[config.mk]
export PLATFORM = sky130hd
export DESIGN_NAME = mem_lsu
export DESIGN_NICKNAME = d
export VERILOG_FILES = /design/src/rtl/mem_interface_pkg.sv /design/src/rtl/mem_load_align.sv /design/src/rtl/mem_lsu.sv
export SDC_FILE = /design/constraint.sdc
export NUM_CORES = 1
export LEC_CHECK = 0
export BUFFER_PORTS_ARGS = -buffer_cell sky130_fd_sc_hd__buf_2
export CAP_MARGIN = 15
export CORE_MARGIN = 1
export CORE_UTILIZATION = 40
export DETAILED_ROUTE_END_ITERATION = 12
export PLACE_DENSITY_LB_ADDON = 0.2
export SETUP_SLACK_MARGIN = 0.05
export SYNTH_ARGS = -nofsm -noshare
export SYNTH_HDL_FRONTEND = slang
export SYNTH_SLANG_ARGS = --single-unit
[constraint.sdc]
create_clock -name clk_i -period 4.45 [get_ports clk_i]
set_clock_uncertainty 0.05 [all_clocks]
set_input_delay 0.2225 -clock clk_i [delete_from_list [all_inputs] [get_ports clk_i]]
set_output_delay 0.2225 -clock clk_i [all_outputs]
set_load 0.02 [all_outputs]
[src/rtl/mem_interface_pkg.sv]
// Shared types for the data-memory interface and the MEM-stage load/store unit.
package mem_interface_pkg;

  localparam int unsigned XLEN = 32;

  typedef struct packed {
    logic            valid;
    logic            we;
    logic [XLEN-1:0] addr;
    logic [3:0]      be;
    logic [XLEN-1:0] wdata;
  } mem_req_t;

  typedef struct packed {
    logic            ready;
    logic            rvalid;
    logic [XLEN-1:0] rdata;
  } mem_resp_t;

  typedef enum logic [1:0] {
    SizeByte    = 2'd0,
    SizeHalf    = 2'd1,
    SizeWord    = 2'd2,
    SizeIllegal = 2'd3
  } mem_size_e;

  typedef enum logic [1:0] {
    ExcLdMisalign  = 2'd0,
    ExcStMisalign  = 2'd1,
    ExcBusTimeout  = 2'd2,
    ExcIllegalSize = 2'd3
  } lsu_exc_e;

  typedef enum logic [2:0] {
    StIdle  = 3'd0,
    StReq   = 3'd1,
    StResp  = 3'd2,
    StDone  = 3'd3,
    StDrain = 3'd4
  } lsu_state_e;

  function automatic logic [3:0] lane_be(mem_size_e size, logic [1:0] off);
    case (size)
      SizeByte: return 4'b0001 << off;
      SizeHalf: return 4'b0011 << off;
      default:  return 4'b1111;
    endcase
  endfunction

endpackage

[src/rtl/mem_load_align.sv]
// Load data extraction: shift the addressed lane down and sign/zero-extend by access size.
module mem_load_align
  import mem_interface_pkg::*;
(
  input  logic [XLEN-1:0] rdata_i,
  input  logic [1:0]      off_i,
  input  mem_size_e       size_i,
  input  logic            unsigned_i,
  output logic [XLEN-1:0] data_o
);

  logic [XLEN-1:0] shifted;

  always_comb begin
    shifted = rdata_i >> {off_i, 3'b000};
    case (size_i)
      SizeByte: data_o = {{(XLEN-8){~unsigned_i & shifted[7]}}, shifted[7:0]};
      SizeHalf: data_o = {{(XLEN-16){~unsigned_i & shifted[15]}}, shifted[15:0]};
      default:  data_o = shifted;
    endcase
  end

endmodule

[src/rtl/mem_lsu.sv]
// MEM-stage load/store unit: one op at a time toward data memory, with lane steering,
// load extension, and one-cycle misalign / illegal-size / bus-timeout exceptions.
module mem_lsu
  import mem_interface_pkg::*;
#(
  parameter int unsigned TIMEOUT_CYCLES = 255,
  parameter bit          MISALIGN_EXC   = 1'b1
) (
  input  logic            clk_i,
  input  logic            rst_i,
  input  logic            ex_valid_i,
  input  logic            ex_load_i,
  input  logic            ex_store_i,
  input  logic [1:0]      ex_size_i,
  input  logic            ex_unsigned_i,
  input  logic [XLEN-1:0] ex_addr_i,
  input  logic [XLEN-1:0] ex_wdata_i,
  input  logic            flush_i,
  output logic            stall_o,
  output logic            wb_valid_o,
  output logic [XLEN-1:0] wb_rdata_o,
  output logic            exc_valid_o,
  output logic [1:0]      exc_cause_o,
  output logic [XLEN-1:0] exc_addr_o,
  output mem_req_t        d_req_o,
  input  mem_resp_t       d_resp_i
);

  localparam int unsigned CntW = (TIMEOUT_CYCLES > 0) ? $clog2(TIMEOUT_CYCLES + 1) : 1;
  localparam logic [CntW-1:0] CntLast =
      CntW'((TIMEOUT_CYCLES > 0) ? TIMEOUT_CYCLES - 1 : 0);

  lsu_state_e      state_q, state_d;
  logic [XLEN-1:0] addr_q, wdata_q, fault_addr_q, ld_data_q, wb_hold_q;
  logic [3:0]      be_q;
  logic            we_q, load_q, uns_q, exc_q;
  logic [1:0]      off_q;
  mem_size_e       size_q;
  lsu_exc_e        cause_q, cause_d;
  logic [CntW-1:0] tmo_q;

  logic            mem_op, accept, misaligned, set_exc, capture, waiting, timed_out, done_ok;
  mem_size_e       ex_size;
  logic [XLEN-1:0] eff_addr, align_data;

  assign ex_size    = mem_size_e'(ex_size_i);
  assign mem_op     = ex_valid_i & (ex_load_i | ex_store_i);
  assign accept     = (state_q == StIdle) & mem_op & ~flush_i;
  assign misaligned = ((ex_size == SizeHalf) & ex_addr_i[0]) |
                      ((ex_size == SizeWord) & (|ex_addr_i[1:0]));
  assign waiting    = (state_q == StReq) | (state_q == StResp) | (state_q == StDrain);
  assign timed_out  = (TIMEOUT_CYCLES != 0) && (tmo_q == CntLast);

  // Without misalign exceptions the access is silently aligned down to its natural size.
  always_comb begin
    eff_addr = ex_addr_i;
    if (!MISALIGN_EXC) begin
      if (ex_size == SizeHalf) eff_addr[0] = 1'b0;
      if (ex_size == SizeWord) eff_addr[1:0] = 2'b00;
    end
  end

  mem_load_align u_load_align (
    .rdata_i    (d_resp_i.rdata),
    .off_i      (off_q),
    .size_i     (size_q),
    .unsigned_i (uns_q),
    .data_o     (align_data)
  );

  always_ff @(posedge clk_i or posedge rst_i) begin
    if (rst_i) state_q <= StIdle;
    else       state_q <= state_d;
  end

  always_comb begin
    state_d = state_q;
    set_exc = 1'b0;
    cause_d = ExcBusTimeout;
    capture = 1'b0;
    unique case (state_q)
      StIdle: begin
        if (accept) begin
          if (ex_size == SizeIllegal) begin
            state_d = StDone;
            set_exc = 1'b1;
            cause_d = ExcIllegalSize;
          end else if (MISALIGN_EXC && misaligned) begin
            state_d = StDone;
            set_exc = 1'b1;
            cause_d = ex_load_i ? ExcLdMisalign : ExcStMisalign;
          end else begin
            state_d = StReq;
          end
        end
      end
      StReq: begin
        if (d_resp_i.ready) begin
          // A store is committed once ready is seen, even if flushed in that cycle.
          if (!load_q)              state_d = flush_i ? StIdle : StDone;
          else if (flush_i)         state_d = d_resp_i.rvalid ? StIdle : StDrain;
          else if (d_resp_i.rvalid) begin
            capture = 1'b1;
            state_d = StDone;
          end else                  state_d = StResp;
        end else if (flush_i) begin
          state_d = StIdle;
        end else if (timed_out) begin
          state_d = StDone;
          set_exc = 1'b1;
        end
      end
      StResp: begin
        if (flush_i) begin
          state_d = d_resp_i.rvalid ? StIdle : StDrain;
        end else if (d_resp_i.rvalid) begin
          capture = 1'b1;
          state_d = StDone;
        end else if (timed_out) begin
          state_d = StDone;
          set_exc = 1'b1;
        end
      end
      StDone:  state_d = StIdle;
      StDrain: if (d_resp_i.rvalid || timed_out) state_d = StIdle;
      default: state_d = StIdle;
    endcase
  end

  always_ff @(posedge clk_i or posedge rst_i) begin
    if (rst_i) begin
      addr_q       <= '0;
      wdata_q      <= '0;
      be_q         <= '0;
      we_q         <= 1'b0;
      load_q       <= 1'b0;
      uns_q        <= 1'b0;
      off_q        <= '0;
      size_q       <= SizeByte;
      fault_addr_q <= '0;
      exc_q        <= 1'b0;
      cause_q      <= ExcLdMisalign;
      ld_data_q    <= '0;
      wb_hold_q    <= '0;
      tmo_q        <= '0;
    end else begin
      if (accept) begin
        addr_q       <= eff_addr;
        wdata_q      <= ex_wdata_i << {eff_addr[1:0], 3'b000};
        be_q         <= lane_be(ex_size, eff_addr[1:0]);
        we_q         <= ~ex_load_i;
        load_q       <= ex_load_i;
        uns_q        <= ex_unsigned_i;
        off_q        <= eff_addr[1:0];
        size_q       <= ex_size;
        fault_addr_q <= ex_addr_i;
        exc_q        <= set_exc;
        cause_q      <= cause_d;
      end else if (set_exc) begin
        exc_q   <= 1'b1;
        cause_q <= cause_d;
      end
      if (capture)    ld_data_q <= align_data;
      if (wb_valid_o) wb_hold_q <= ld_data_q;
      if (state_d != state_q) tmo_q <= '0;
      else if (waiting)       tmo_q <= tmo_q + CntW'(1);
    end
  end

  always_comb begin
    done_ok       = (state_q == StDone) & ~flush_i;
    d_req_o.valid = (state_q == StReq);
    d_req_o.we    = we_q;
    d_req_o.addr  = addr_q;
    d_req_o.be    = be_q;
    d_req_o.wdata = wdata_q;
    // Gated by reset so a held EX op cannot show a stall while the unit is being reset.
    stall_o       = ~rst_i & (accept | waiting);
    wb_valid_o    = done_ok & load_q & ~exc_q;
    wb_rdata_o    = wb_valid_o ? ld_data_q : wb_hold_q;
    exc_valid_o   = done_ok & exc_q;
    exc_cause_o   = exc_valid_o ? cause_q : 2'd0;
    exc_addr_o    = exc_valid_o ? fault_addr_q : '0;
  end

endmodule
; ---- After elaboration in Yosys (flattened, before gate mapping)
; Cells that the tools add are included.
[classes]
addsub = 1
n_eq_ne = 10
shifts = 4
mux = 45
bitwise_logic = 22
reduce_logical = 7
[op_table]
columns = op, n
row1 = 32-bit 2-to-1 mux, 2
row2 = 32-bit case mux with 2 select lines, 1
row3 = 32-bit by 5-bit << shifter with 32-bit output, 1
row4 = 32-bit by 5-bit right shift with 32-bit output, 1
row5 = 3-bit 2-to-1 mux, 10
row6 = 2-bit 2-to-1 mux, 10
row7 = 1-bit 2-to-1 mux, 16
row8 = 8-bit 2-to-1 mux, 2
row9 = 1-bit AND, 12
row10 = 3-bit case mux with 4 select lines, 1
row11 = "8-bit by 1-bit adder with 8-bit output, second input constant", 1
row12 = "8-bit == test, second input constant", 1
row13 = 4-bit case mux with 2 select lines, 1
row14 = "3-bit by 2-bit == test with 1-bit output, second input constant", 2
row15 = 1-bit NOT, 5
row16 = 1-bit OR, 5
row17 = "2-bit by 1-bit == test with 1-bit output, second input constant", 2
row18 = "2-bit == test, second input constant", 2
row19 = 2-bit zero test, 2
row20 = 2-bit nonzero test, 2
row21 = "1-bit by 2-bit << shifter with 4-bit output, first input constant", 1
row22 = "2-bit by 2-bit << shifter with 4-bit output, first input constant", 1
row23 = "3-bit by 1-bit == test with 1-bit output, second input constant", 1
row24 = "3-bit == test, second input constant", 1
row25 = 6 further kinds, 6
[totals]
reg_bits = 153
output_inout_bits = 139
wordCells = 103

; ---- Logic depth before layout (Yosys ltp)
[logic_depth]
ltp_word = 9
mapped_depth = 9
depth_no_buf = 7

; ---- Hierarchy
; From an unflattened synthesis, not the netlist that was laid out.
[unflattened]
hier_cells = 801
area_unflattened_um2 = 7507.2
[modules_own_cells]
columns = module, n_inst, cells_per_inst, area_each_um2, seq_area_each_um2
row1 = mem_lsu, 1, 698, 6739.0, 3778.6
row2 = mem_load_align, 1, 103, 768.2, 0.0

; ---- Worst setup path after synthesis
; OpenSTA, ideal clock, no wires.
[synth_timing]
kind = register to output
from = register state_q[2]
to = output stall_o
t_arrival_ns = 1.872
slack_ns = 2.305
stages_incl_launch_ff = 8
path_cell_list = dfrtp_1 buf_6 or2_0 buf_6 or4_4 buf_6 buf_6 a21oi_2
[synth_via]
elab_chain_cells = 5
[synth_lines]
columns = item, line_no
row1 = start: declaration, mem_lsu.sv:33  ; lsu_state_e state_q, state_d;
row2 = start signal: assignment, mem_lsu.sv:72  ; if (rst_i) state_q <= StIdle;
row3 = start signal: assignment, mem_lsu.sv:73  ; else state_q <= state_d;
row4 = "3-bit by 1-bit == test with 1-bit output, or another cell as far along", mem_lsu.sv:51  ; assign waiting = (state_q == StReq) | (state_q == StResp) | (state_q == StDrain);
row5 = 1-bit OR or 1-bit AND (tied branches) (2 in a row), "mem_lsu.sv:51, mem_lsu.sv:48"
row6 = 1-bit OR *, mem_lsu.sv:178  ; stall_o = ~rst_i & (accept | waiting);
row7 = 1-bit AND *, mem_lsu.sv:178
row8 = end: declaration, mem_lsu.sv:19  ; output logic stall_o,
; Every way passes the cells marked *; elsewhere a longest branch is shown, timed or not.

; ---- Final worst setup path
; Ends and elaborated chain as after synthesis.

==> metrics.cfg <==
[place]
hpwlAfterDp_um=13300
routabilityCongestion=0.886
io_buffers=245
dp.cells=1196
placed_cell_area_um2=8580

[yosys]
yosysSeqAreaShare_pct=51.6
ys_ff_latch=151
synthCells=768
ys_types=49
ys.warnings.count=0
synth.avg_cell_area_um2=9.53
yosys.area.top_type=dfrtp_1
async_reset_ff_share_pct=100
synthesis.nets=877
synth_edf_count=0
yosys-top-cells-area=dfrtp_1 52%, nand2_1 12%, mux2_2 7.4%
ys.flop_type=dfrtp_1
synth_area_um2=7320
synth.top_cell.area_share_pct=51.6

[timing]
grt_setup_unrepaired=no
period_minus_slack_ps=2990
worst_slew_pin_slew_ps=984
period_share_pct=67.1
fmax_mhz=335
tns_ps=0
finalHoldViolCount=0
maxSlewViolCount=0
setup_viol=0
relSlewSlack_pct=34.4

[route]
first_iter_violations=343
drtPass1Iterations=4
postRouteWirelength_um=19600
ant_nets=0
viasPerCell=5.02
drc=0
dr_total_vias=6342
wl_per_cell_um=15.5

[clock_network]
path_clk_slew_ps=60
clock-root-buffer=clkbuf_16
clock_path_buffers=2
cts_resized=0
worst_skew_pair.late_latency_ps=410
cts.sinks=151
numCtsBuffers=17
cts_max_level=4
cts_tree=done

[global_route]
grt_overflow=0
grt_max_degree=94
grt.total_usage_pct=21.2
grt_pass1_vias=6013
grt_pass1_wl_um=30800
antenna_found_initial=0

[critical_path]
max_stage_delay_ps=960
crit_path_end_kind=primary output
critPathArrivalTime_ps=2710
critical_path_buf_inv_count=1
path_delay_family=simple AND/OR/NAND/NOR gates
start_kind=register
crit_chain=or2_0, or4_4, a21oi_2, buf_2
cp_slowest_cell=or4_4
crit_type=register to primary output
critPathMaxFanout=93
crit_required_ps=4180

[floorplanning]
die-area_um2=18800
die_h_um=137
pin_count=246
initial_core_util_pct=40.8
core_area_um2=18000
die_w_um=137
rows=49

[cells_and_area]
final_common_cell=buf_2
fill_cells=1660
diodes=0
area_growth_pct=31.3
postLayoutCellArea_um2=9610
drive_above_1_share_pct=32.8
fin_cells=1263
final_cell_mix=245 x buf_2, 225 x nand2_1, 151 x dfrtp_1
layout.nets=1131

[flow_run]
drv_cap=0

[power_and_ir_drop]
p_per_area_nw_per_um2=603
p_leak_nw=5.18
peakVddDrop_mv=0.311
finalPower_mw=5.79

[hold_path]
hold_class=input pin to register

[status]
status=finished clean

## layout make-up
type | count | area (um^2) | share of cell area [%]
Clock buffer | 20 | 447 | 4.65
Clock inverter | 11 | 220 | 2.29
Inverter | 5 | 23.8 | 0.247
Multi-Input combinational cell | 559 | 3220 | 33.5
Sequential cell | 151 | 3780 | 39.3
Tap cell | 229 | 287 | 2.98
Timing Repair Buffer | 288 | 1640 | 17.1
## kinds of logic after synthesis
logic type | share of synthesized area [%]
compound gates | 9.54
mux | 11.9
xor+xnor | 0.718
fa+ha+maj | 0.342
simple gates | 21.3
flops | 51.6
buf+inv | 4.56
## worst reg2reg max path, cell delays in order (launching register included)
cell and delay (ps):
dfrtp_1 470, or2_0 450, a211oi_4 240, buf_4 360
o31a_1 470, and2_1 390, a21oi_1 120
## final timing paths
kind,slack [ps],endpoint,start,cells after the start
min in group asynchronous,490,tmo_q[7],rst_i,3
hold reg to reg,410,be_q[1],be_q[1],2
max in group asynchronous,2890,fault_addr_q[21],rst_i,4
setup reg to reg,1770,ld_data_q[28],state_q[2],6
hold / removal,20,wdata_q[1],ex_wdata_i[1],3
setup / recovery,1460,stall_o,state_q[2],4
## power by group
| part | switching [mW] | internal [mW] | total [mW] |
|---|---|---|---|
| Combinational | 1.17 | 0.722 | 1.89 |
| Sequential | 0.380 | 1.88 | 2.26 |
| Clock | 0.569 | 1.07 | 1.64 |
## synth_stat cells (2+ instances only)
master	count
a21oi_1	27
a22oi_1	2
and2_1	3
and3_1	36
buf_1	6
buf_2	9
buf_4	4
buf_6	12
clkbuf_1	22
dfrtp_1	151
ha_1	2
inv_1	5
mux2_2	48
mux2i_1	33
nand2_1	225
nand2b_1	3
nand3_1	15
nand3b_1	2
nor2_1	57
nor2b_1	3
nor3_1	4
nor3b_1	3
nor4_1	2
o211ai_1	17
o21a_1	3
o21ai_0	21
o21ai_1	8
o21ai_2	2
o21bai_1	2
o22a_1	10
o22ai_1	2
o31ai_1	8
xnor2_1	5
## per-layer routing
metal  track usage, %  share of wire [%]
met1             26.8                 44
met2             34.3                 48
met3             6.22                6.6
met4             7.39                1.8
met5                0                  0
## per-stage QoR
step	util (%)	hold WS, ps	worst slack, ps
2_1_floorplan	-	236	113
3_3_place_gp	47.8	361	1810
3_5_place_dp	47.8	364	1750
4_1_cts	53.5	1.03	1420
5_1_grt	53.5	18.9	1310
6_report	53.5	16.7	1460
## state kept, by name, indices dropped and copies added, names as in the netlist
| signal | count |
|---|---|
| be_q | 4 |
| cause_q | 2 |
| exc_q | 1 |
| fault_addr_q | 32 |
| ld_data_q | 32 |
| load_q | 1 |
| size_q | 2 |
| state_q | 3 |
| tmo_q | 8 |
| uns_q | 1 |
| wb_hold_q | 32 |
| wdata_q | 32 |
| we_q | 1 |
## what timing repair did
action / in CTS / in global routing
endpoints found under the hold margin: 120 / 0
buffers inserted: 0 / 0
hold buffers: 36 / 0
(Power assumes the default switching activity.)
